## config.mk

```make
export PLATFORM = sky130hd
export DESIGN_NAME = imm_decode_ctrl_flat
export DESIGN_NICKNAME = d
export VERILOG_FILES = /design/src/rtl/imm_decode_ctrl_if.sv /design/src/rtl/imm_decode_ctrl.sv /design/src/flat_wrapper.sv
export SDC_FILE = /design/constraint.sdc
export NUM_CORES = 1
export LEC_CHECK = 0
export CORE_MARGIN = 2
export CORE_UTILIZATION = 29
export CTS_BUF_LIST = sky130_fd_sc_hd__clkbuf_4 sky130_fd_sc_hd__clkbuf_8
export DETAILED_ROUTE_END_ITERATION = 7
export GPL_TIMING_DRIVEN = 0
export PLACE_DENSITY = 0.66
export RECOVER_POWER = 50
export SETUP_SLACK_MARGIN = 0.2
export SYNTH_ARGS = -nofsm -noshare
export SYNTH_HDL_FRONTEND = slang
export SYNTH_SLANG_ARGS = --single-unit
```

## constraint.sdc

```tcl
create_clock -name clk -period 2.3 [get_ports clk]
set_input_delay 0.345 -clock clk [delete_from_list [all_inputs] [get_ports clk]]
set_output_delay 0.345 -clock clk [all_outputs]
set_load 0.01 [all_outputs]
```

## src/rtl/imm_decode_ctrl_if.sv

```systemverilog
// Fetch -> decode -> execute handshake bundle for imm_decode_ctrl.
// master drives fetch/execute side, slave is the decode stage.
interface imm_decode_ctrl_if #(
   parameter int XLEN = 32
) ();
   logic            in_valid;
   logic            in_ready;
   logic [31:0]     in_instr;
   logic [XLEN-1:0] in_pc;
   logic            flush;
   logic            out_valid;
   logic            out_ready;
   logic [31:0]     instr_q;
   logic [XLEN-1:0] pc_q;
   logic [2:0]      imm_type;
   logic            imm_used;
   logic            illegal;

   modport master (
      output in_valid, in_instr, in_pc, flush, out_ready,
      input  in_ready, out_valid, instr_q, pc_q,
      input  imm_type, imm_used, illegal
   );

   modport slave (
      input  in_valid, in_instr, in_pc, flush, out_ready,
      output in_ready, out_valid, instr_q, pc_q,
      output imm_type, imm_used, illegal
   );
endinterface

```

## src/rtl/imm_decode_ctrl.sv

```systemverilog
// Decode-stage register + opcode classifier feeding the immediate generator.
// Define IMM_DEC_SKID_EN to add a one-entry skid buffer (registered in_ready).
module imm_decode_ctrl #(
   parameter int          XLEN     = 32,
   parameter logic [31:0] NOP_INSN = 32'h0000_0013
) (
   input logic             clk,
   input logic             rst,
   imm_decode_ctrl_if.slave bus
);
   typedef enum logic [1:0] {
      EMPTY,
      FULL,
      SKID
   } state_t;

   typedef struct packed {
      logic [31:0]     instr;
      logic [XLEN-1:0] pc;
      logic [2:0]      imm_type;
      logic            imm_used;
      logic            illegal;
   } word_t;

   function automatic word_t idle(input logic [XLEN-1:0] pc);
      word_t w;
      w.instr    = NOP_INSN;
      w.pc       = pc;
      w.imm_type = 3'b000;
      w.imm_used = 1'b1;
      w.illegal  = 1'b0;
      return w;
   endfunction

   function automatic word_t decode(
      input logic [31:0]     instr,
      input logic [XLEN-1:0] pc
   );
      word_t      w;
      logic [6:0] op;
      op         = instr[6:0];
      w          = idle(pc);
      w.instr    = instr;
      unique case (1'b1)
         (op == 7'b0010011) || (op == 7'b0000011) ||
         (op == 7'b1100111) || (op == 7'b1110011): begin
            w.imm_type = 3'b000;
         end
         op == 7'b1101111: w.imm_type = 3'b001;
         (op == 7'b0110111) || (op == 7'b0010111): begin
            w.imm_type = 3'b010;
         end
         op == 7'b1100011: w.imm_type = 3'b011;
         op == 7'b0100011: w.imm_type = 3'b100;
         op == 7'b0110011: w.imm_used = 1'b0;
         default: begin
            w.imm_used = 1'b0;
            w.illegal  = 1'b1;
         end
      endcase
      return w;
   endfunction

   state_t state;
   word_t  cur;
   word_t  in_w;

   always_comb begin
      in_w = decode(bus.in_instr, bus.in_pc);
   end

   assign bus.out_valid = (state != EMPTY);
   assign bus.instr_q   = cur.instr;
   assign bus.pc_q      = cur.pc;
   assign bus.imm_type  = cur.imm_type;
   assign bus.imm_used  = cur.imm_used;
   assign bus.illegal   = cur.illegal;

`ifdef IMM_DEC_SKID_EN
   word_t skid;
   logic  skid_valid;

   // in_ready depends only on state and flush, never on out_ready
   assign bus.in_ready = !skid_valid && !bus.flush;

   always_ff @(posedge clk) begin
      if (rst) begin
         state      <= EMPTY;
         cur        <= idle('0);
         skid       <= idle('0);
         skid_valid <= 1'b0;
      end else if (bus.flush) begin
         state      <= EMPTY;
         cur        <= idle(cur.pc);
         skid_valid <= 1'b0;
      end else begin
         unique case (state)
            EMPTY: begin
               if (bus.in_valid) begin
                  cur   <= in_w;
                  state <= FULL;
               end
            end
            FULL: begin
               if (bus.out_ready) begin
                  if (bus.in_valid) begin
                     cur <= in_w;
                  end else begin
                     cur   <= idle(cur.pc);
                     state <= EMPTY;
                  end
               end else if (bus.in_valid) begin
                  skid       <= in_w;
                  skid_valid <= 1'b1;
                  state      <= SKID;
               end
            end
            SKID: begin
               if (bus.out_ready) begin
                  cur        <= skid;
                  skid_valid <= 1'b0;
                  state      <= FULL;
               end
            end
            default: state <= EMPTY;
         endcase
      end
   end
`else
   assign bus.in_ready = (!bus.out_valid || bus.out_ready) && !bus.flush;

   always_ff @(posedge clk) begin
      if (rst) begin
         state <= EMPTY;
         cur   <= idle('0);
      end else if (bus.flush) begin
         state <= EMPTY;
         cur   <= idle(cur.pc);
      end else begin
         unique case (state)
            EMPTY: begin
               if (bus.in_valid) begin
                  cur   <= in_w;
                  state <= FULL;
               end
            end
            FULL: begin
               if (bus.out_ready) begin
                  if (bus.in_valid) begin
                     cur <= in_w;
                  end else begin
                     cur   <= idle(cur.pc);
                     state <= EMPTY;
                  end
               end
            end
            default: state <= EMPTY;
         endcase
      end
   end
`endif
endmodule

```

## src/flat_wrapper.sv

```systemverilog
// flat-port wrapper written by rule: the top's interface ports become plain ports
module imm_decode_ctrl_flat 
#(
   parameter int          XLEN     = 32,
   parameter logic [31:0] NOP_INSN = 32'h0000_0013
)
  (clk, rst, bus_in_valid, bus_in_instr, bus_in_pc, bus_flush, bus_out_ready, bus_in_ready, bus_out_valid, bus_instr_q, bus_pc_q, bus_imm_type, bus_imm_used, bus_illegal);
  imm_decode_ctrl_if #(.XLEN(XLEN)) bus_i ();
  input logic clk;
  input logic rst;
  input wire logic [$bits(bus_i.in_valid)-1:0] bus_in_valid;
  input wire logic [$bits(bus_i.in_instr)-1:0] bus_in_instr;
  input wire logic [$bits(bus_i.in_pc)-1:0] bus_in_pc;
  input wire logic [$bits(bus_i.flush)-1:0] bus_flush;
  input wire logic [$bits(bus_i.out_ready)-1:0] bus_out_ready;
  output wire logic [$bits(bus_i.in_ready)-1:0] bus_in_ready;
  output wire logic [$bits(bus_i.out_valid)-1:0] bus_out_valid;
  output wire logic [$bits(bus_i.instr_q)-1:0] bus_instr_q;
  output wire logic [$bits(bus_i.pc_q)-1:0] bus_pc_q;
  output wire logic [$bits(bus_i.imm_type)-1:0] bus_imm_type;
  output wire logic [$bits(bus_i.imm_used)-1:0] bus_imm_used;
  output wire logic [$bits(bus_i.illegal)-1:0] bus_illegal;
  assign bus_i.in_valid = bus_in_valid;
  assign bus_i.in_instr = bus_in_instr;
  assign bus_i.in_pc = bus_in_pc;
  assign bus_i.flush = bus_flush;
  assign bus_i.out_ready = bus_out_ready;
  assign bus_in_ready = bus_i.in_ready;
  assign bus_out_valid = bus_i.out_valid;
  assign bus_instr_q = bus_i.instr_q;
  assign bus_pc_q = bus_i.pc_q;
  assign bus_imm_type = bus_i.imm_type;
  assign bus_imm_used = bus_i.imm_used;
  assign bus_illegal = bus_i.illegal;
  imm_decode_ctrl #(.XLEN(XLEN), .NOP_INSN(NOP_INSN)) u_core (.clk(clk), .rst(rst), .bus(bus_i));
endmodule
```

After elaboration in Yosys (flattened, before gate mapping)

Cells that the tools add are included.

$add $sub $neg: 0
$mul: 0
Divide/modulo/power cells: 0
Order comparisons: 0
Eq/ne operators: 15
Shifts and indexed selects: 0
Mux-type cells: 11
Bitwise operators: 1
Reduce and logical (&&, ||, !) cells: 17

Operator list:

| kind                                                            | number |
|---|---|
| 69-bit 2-to-1 mux                                               | 3 |
| 69-bit one-hot mux with 2 select lines                          | 1 |
| 7-bit == test, second input constant                            | 4 |
| 7-bit by 6-bit == test with 1-bit output, second input constant | 3 |
| 7-bit by 5-bit == test with 1-bit output, second input constant | 2 |
| 3-bit one-hot mux with 4 select lines                           | 1 |
| 2-bit != test, second input constant                            | 4 |
| 7-bit by 2-bit == test with 1-bit output, second input constant | 1 |
| 2-bit 2-to-1 mux                                                | 3 |
| 3-bit AND reduction                                             | 2 |
| 6-bit OR reduction                                              | 1 |
| 1-bit logical OR                                                | 5 |
| 5-bit AND reduction                                             | 1 |
| 5-bit OR reduction                                              | 1 |
| 2-bit one-hot mux with 2 select lines                           | 1 |
| 2-bit nonzero test                                              | 2 |
| 2-bit by 1-bit == test with 1-bit output, second input constant | 1 |
| 1-bit zero test                                                 | 2 |
| 2-bit zero test                                                 | 1 |
| 1-bit 2-to-1 mux                                                | 2 |
| 2-bit OR reduction                                              | 1 |
| 1-bit logical AND                                               | 1 |
| 1-bit NOT                                                       | 1 |

Register bits after elaboration: 71
Bits in latches: 0
Bits in writable memories: 0
Bits in read-only memories: 0
Input port bits: 69
Output and inout bits: 71
Memories: 0

Depth between registers and ports, before layout

Word-level depth: 9
Mapped depth: 7

Worst setup path after synthesis

Ideal clock, no wire load.

Path type: register to register
Start point: register u_core.state[0]
End point: register u_core.cur, in the netlist u_core.bus.pc_q[0]
Library setup time: 0.132 ns
Arrival time: 1.389 ns
Data required time: 2.168 ns
Slack: 0.779 ns
Cell stages (with the launch flop): 8
Path buffers: 3
Clock period less this slack: 1.521 ns
Path through: dfxtp_1 > buf_4 > mux2i_4 > or3_1 > buf_2 > buf_6 > nand2_1 > a21oi_1

Longest elaborated chain between the ends: 3

RTL lines:

| element                                                                            | RTL line               | source |
|---|---|---|
| start, declared                                                                    | imm_decode_ctrl.sv:64  | `state_t state;` |
| start signal, assigned                                                             | imm_decode_ctrl.sv:134 | `state <= EMPTY;` |
| start signal, assigned                                                             | imm_decode_ctrl.sv:137 | `state <= EMPTY;` |
| start signal, assigned                                                             | imm_decode_ctrl.sv:144 | `state <= FULL;` |
| 2-bit by 1-bit == test with 1-bit output / 2-bit zero test (equally long branches) | imm_decode_ctrl.sv:140 | `unique case (state)` |
| 2-bit != test (no source line) / 2-bit nonzero test (equally long branches)        | n/a                    |  |
| 5-bit AND reduction (no source line)                                               | n/a                    |  |
| end signal, assigned                                                               | imm_decode_ctrl.sv:138 | `cur <= idle(cur.pc);` |
| end signal, assigned                                                               | imm_decode_ctrl.sv:143 | `cur <= in_w;` |
| end signal, assigned                                                               | imm_decode_ctrl.sv:150 | `cur <= in_w;` |
| end, declared                                                                      | imm_decode_ctrl.sv:65  | `word_t cur;` |

Several ways; a longest one is shown, not always the timed one.
A chain may end at the register's enable or synchronous reset.

Worst setup path after layout

Start point: input port bus_flush
End point: output port bus_in_ready

Longest elaborated chain between the ends: 2

RTL lines:

| element           | RTL line               | source |
|---|---|---|
| start, declared   | flat_wrapper.sv:14     | `input wire logic [$bits(bus_i.flush)-1:0] bus_flush;` |
| 1-bit zero test   | imm_decode_ctrl.sv:130 | `assign bus.in_ready = (!bus.out_valid \|\| bus.out_ready) && !bus.flush;` |
| 1-bit logical AND | imm_decode_ctrl.sv:130 |  |
| end, declared     | flat_wrapper.sv:16     | `output wire logic [$bits(bus_i.in_ready)-1:0] bus_in_ready;` |

Every way passes these cells.

==> out/metrics.cfg <==
[power]
seq_power_share_pct=48.5
p_leak_nw=1.74
power_density_nw_per_um2=614
finalPower_mw=2.65
clkPwrFrac_pct=34.7
ir_worst_vdd_v=0.000283
sw_frac_of_total_pct=27.3
combPwrFrac_pct=16.8
power_switching_mw=0.725
internal-power_mw=1.93

[worst_setup_path]
slowest_delay_ns=0.62
critical_path_required_ns=1.96
cp.arrival_ns=1.68
cpMaxStageDelayCell=dlygate4sd3_1
start_kind=input port
critical_path_class=input port to output pin
cp_max_fo=5
crit_family=buffers and inverters
crit_path_end_kind=output pin
critPathBufInv=2
crit_chain=dlygate4sd3_1 > a21oi_1 > clkdlybuf4s50_1

[global_route]
grt_pass1_wl_um=12300
use_met1_pct=18.8
grt_antenna_before_repair=0
grt_usage_pct=15.5
grt_busiest_layer=met2
grt_overflow_total=0
met3_usage_pct=7.45
grt_pass1_vias=2574
grt_max_degree=14
grtUsageMet2_pct=24.0

[final_layout]
final_area_um2=4320
fillers=864
fin_util_pct=49.5
drive_gt1_share_pct=6.83
area_growth_pct=65.2
final_nets=519
layout.cells.non_filler=562
antenna_cells=0

[timing]
relSlewSlack_pct=68.9
max_freq_ghz=0.494
slew_viol_final=0
hold_viol=0
finClkSkew_ns=0.00723
tightest_slew_ns=0.467
period_share_pct=87.9
holdWs_ns=0.342
setup_slack_ns=0.278
tns_ns=0
setup_viol=0
period_needed_ns=2.02
rsz0062_at_grt=no

[logic_synthesis]
syn_nets=370
yosysMostFrequentCell=dfxtp_1
synth_edf_count=0
yosysTopAreaCellShare_pct=53.6
ys_warn_count=0
synthDistinctLibCells=32
ys_seq_area_share_pct=53.6
synth_area_leaders=dfxtp_1 54%, a22oi_1 8.3%, a21oi_1 7.3%
synth_largest_area_cell=dfxtp_1
ys_top_cells_by_count=70 x dfxtp_1, 42 x nand2_1, 38 x a21oi_1
synthArstFlopShare_pct=0
syn-cell-area_um2=2610
yosys_register_bits=70
syn_area_per_cell_um2=8.71
synth_cells=300
ys.flop_type=dfxtp_1

[detailed_routing]
dr.pass1.iters=5
routedWlPerCell_um=13.7
vias_per_cell=4.82
drtIter0Drc=47
vias=2708
drc=0
antenna_violating_nets_post_route=0
routed_wl_um=7720

[clocking]
cts_hold_buf=0
cts_setup_buffers=0
clkLatencyLatePin_ns=0.34
cts_buffer_depth=2
cts_root_buffer=clkbuf_8
clk_pin_slew_worst_paths_ns=0.08
ctsHtreeMaxLevel=3
cts_tree=built
numCtsBuffers=9
cts.sinks=70

[floorplanning]
io_pins=140
start_util_pct=30.0
die_area_um2=9790
fp-row-count=34
core_region_area_um2=8720
die_w_um=98.9
die_h_um=98.9

[run_status]
status=complete, no violations

[min_path]
hold_class=input port to register

[place]
placed_area_um2=4130
dpl.cell_count=546
place_ws_ns=0.0788
routabilityCongestion=0.745
hpwl_um=5720
io_buffers=138

[flow_run]
cap_violations=0

worst paths after layout:
| path | slack, ns | start | cells after the start | to |
|---|---|---|---|---|
| setup reg to reg | 0.59 | u_core.state[0] | 5 | u_core.bus.instr_q[16] |
| hold reg to reg | 0.45 | u_core.bus.pc_q[22] | 2 | u_core.bus.pc_q[22] |
| hold / removal | 0.34 | bus_out_ready | 2 | u_core.state[0] |
| setup / recovery | 0.28 | bus_flush | 3 | bus_in_ready |
cell usage in the layout (no fill, tap or decap), drive strengths merged, types with 2 or more instances in the layout:
master / netlist / layout
dfxtp: 70 / 70
clkdlybuf4s50: 0 / 69
dlygate4sd3: 0 / 68
nand2: 42 / 42
a21oi: 38 / 38
nor2: 32 / 32
nand3: 32 / 32
a22oi: 29 / 29
clkbuf: 16 / 26
buf: 9 / 9
clkinvlp: 0 / 5
inv: 4 / 5
o21ai: 4 / 4
o22ai: 3 / 3
nor3: 3 / 3
or3: 2 / 2
or4: 2 / 2
area by class of cell:
type                       count  area (um^2)  area share [%]
sequential                    70         1400            32.5
buffer                        25          126            2.93
tap                          108          135            3.13
inverter                       4         15.0           0.348
timing repair buffer         138         1380            32.1
clock inverter                 6         46.3            1.07
clock buffer                  10          138            3.19
multi-input combinational    201         1070            24.8
power groups by stage:
| stage | sequential (mW) | combinational, mW | clock (mW) |
|---|---|---|---|
| global route | 1.29 | 0.483 | 1.01 |
| floorplan | 1.34 | 0.169 | 0 |
| global placement | 1.32 | 0.463 | 0 |
| finish | 1.29 | 0.445 | 0.920 |
| CTS | 1.29 | 0.469 | 0.955 |
| detailed placement | 1.32 | 0.466 | 0 |
repair_timing:
action	CTS	global route
resized for setup	0	1
endpoints found under the setup margin	0	1
hold endpoints to repair	0	0
layer usage:
metal | wire (um) | share of wire, %
met5 | 0 | 0
met4 | 127 | 1.6
met3 | 789 | 10
met2 | 3330 | 43
met1 | 3470 | 45
flip-flops by register name, indices dropped and copies added, names as in the netlist:
register and flops:
u_core.bus.pc_q 32, u_core.bus.imm_type 3, u_core.bus.illegal 1, u_core.state 1
u_core.bus.imm_used 1, u_core.bus.instr_q 32
logic make-up (layout without fill, tap and decap cells):
| logic type | count (synthesis) | in the layout | synth area share, % |
|---|---|---|---|
| AND/OR/NAND/NOR | 118 | 118 | 20.3 |
| multiplexers | 1 | 1 | 0.862 |
| XOR/XNOR | 1 | 1 | 0.335 |
| AO/OA/AOI/OAI | 80 | 80 | 19.0 |
| flip-flops | 70 | 70 | 53.6 |
| buffers and inverters | 29 | 183 | 5.41 |
| adder cells (fa/ha/maj) | 1 | 1 | 0.479 |
Note: power is estimated with default switching activity, not from simulation.
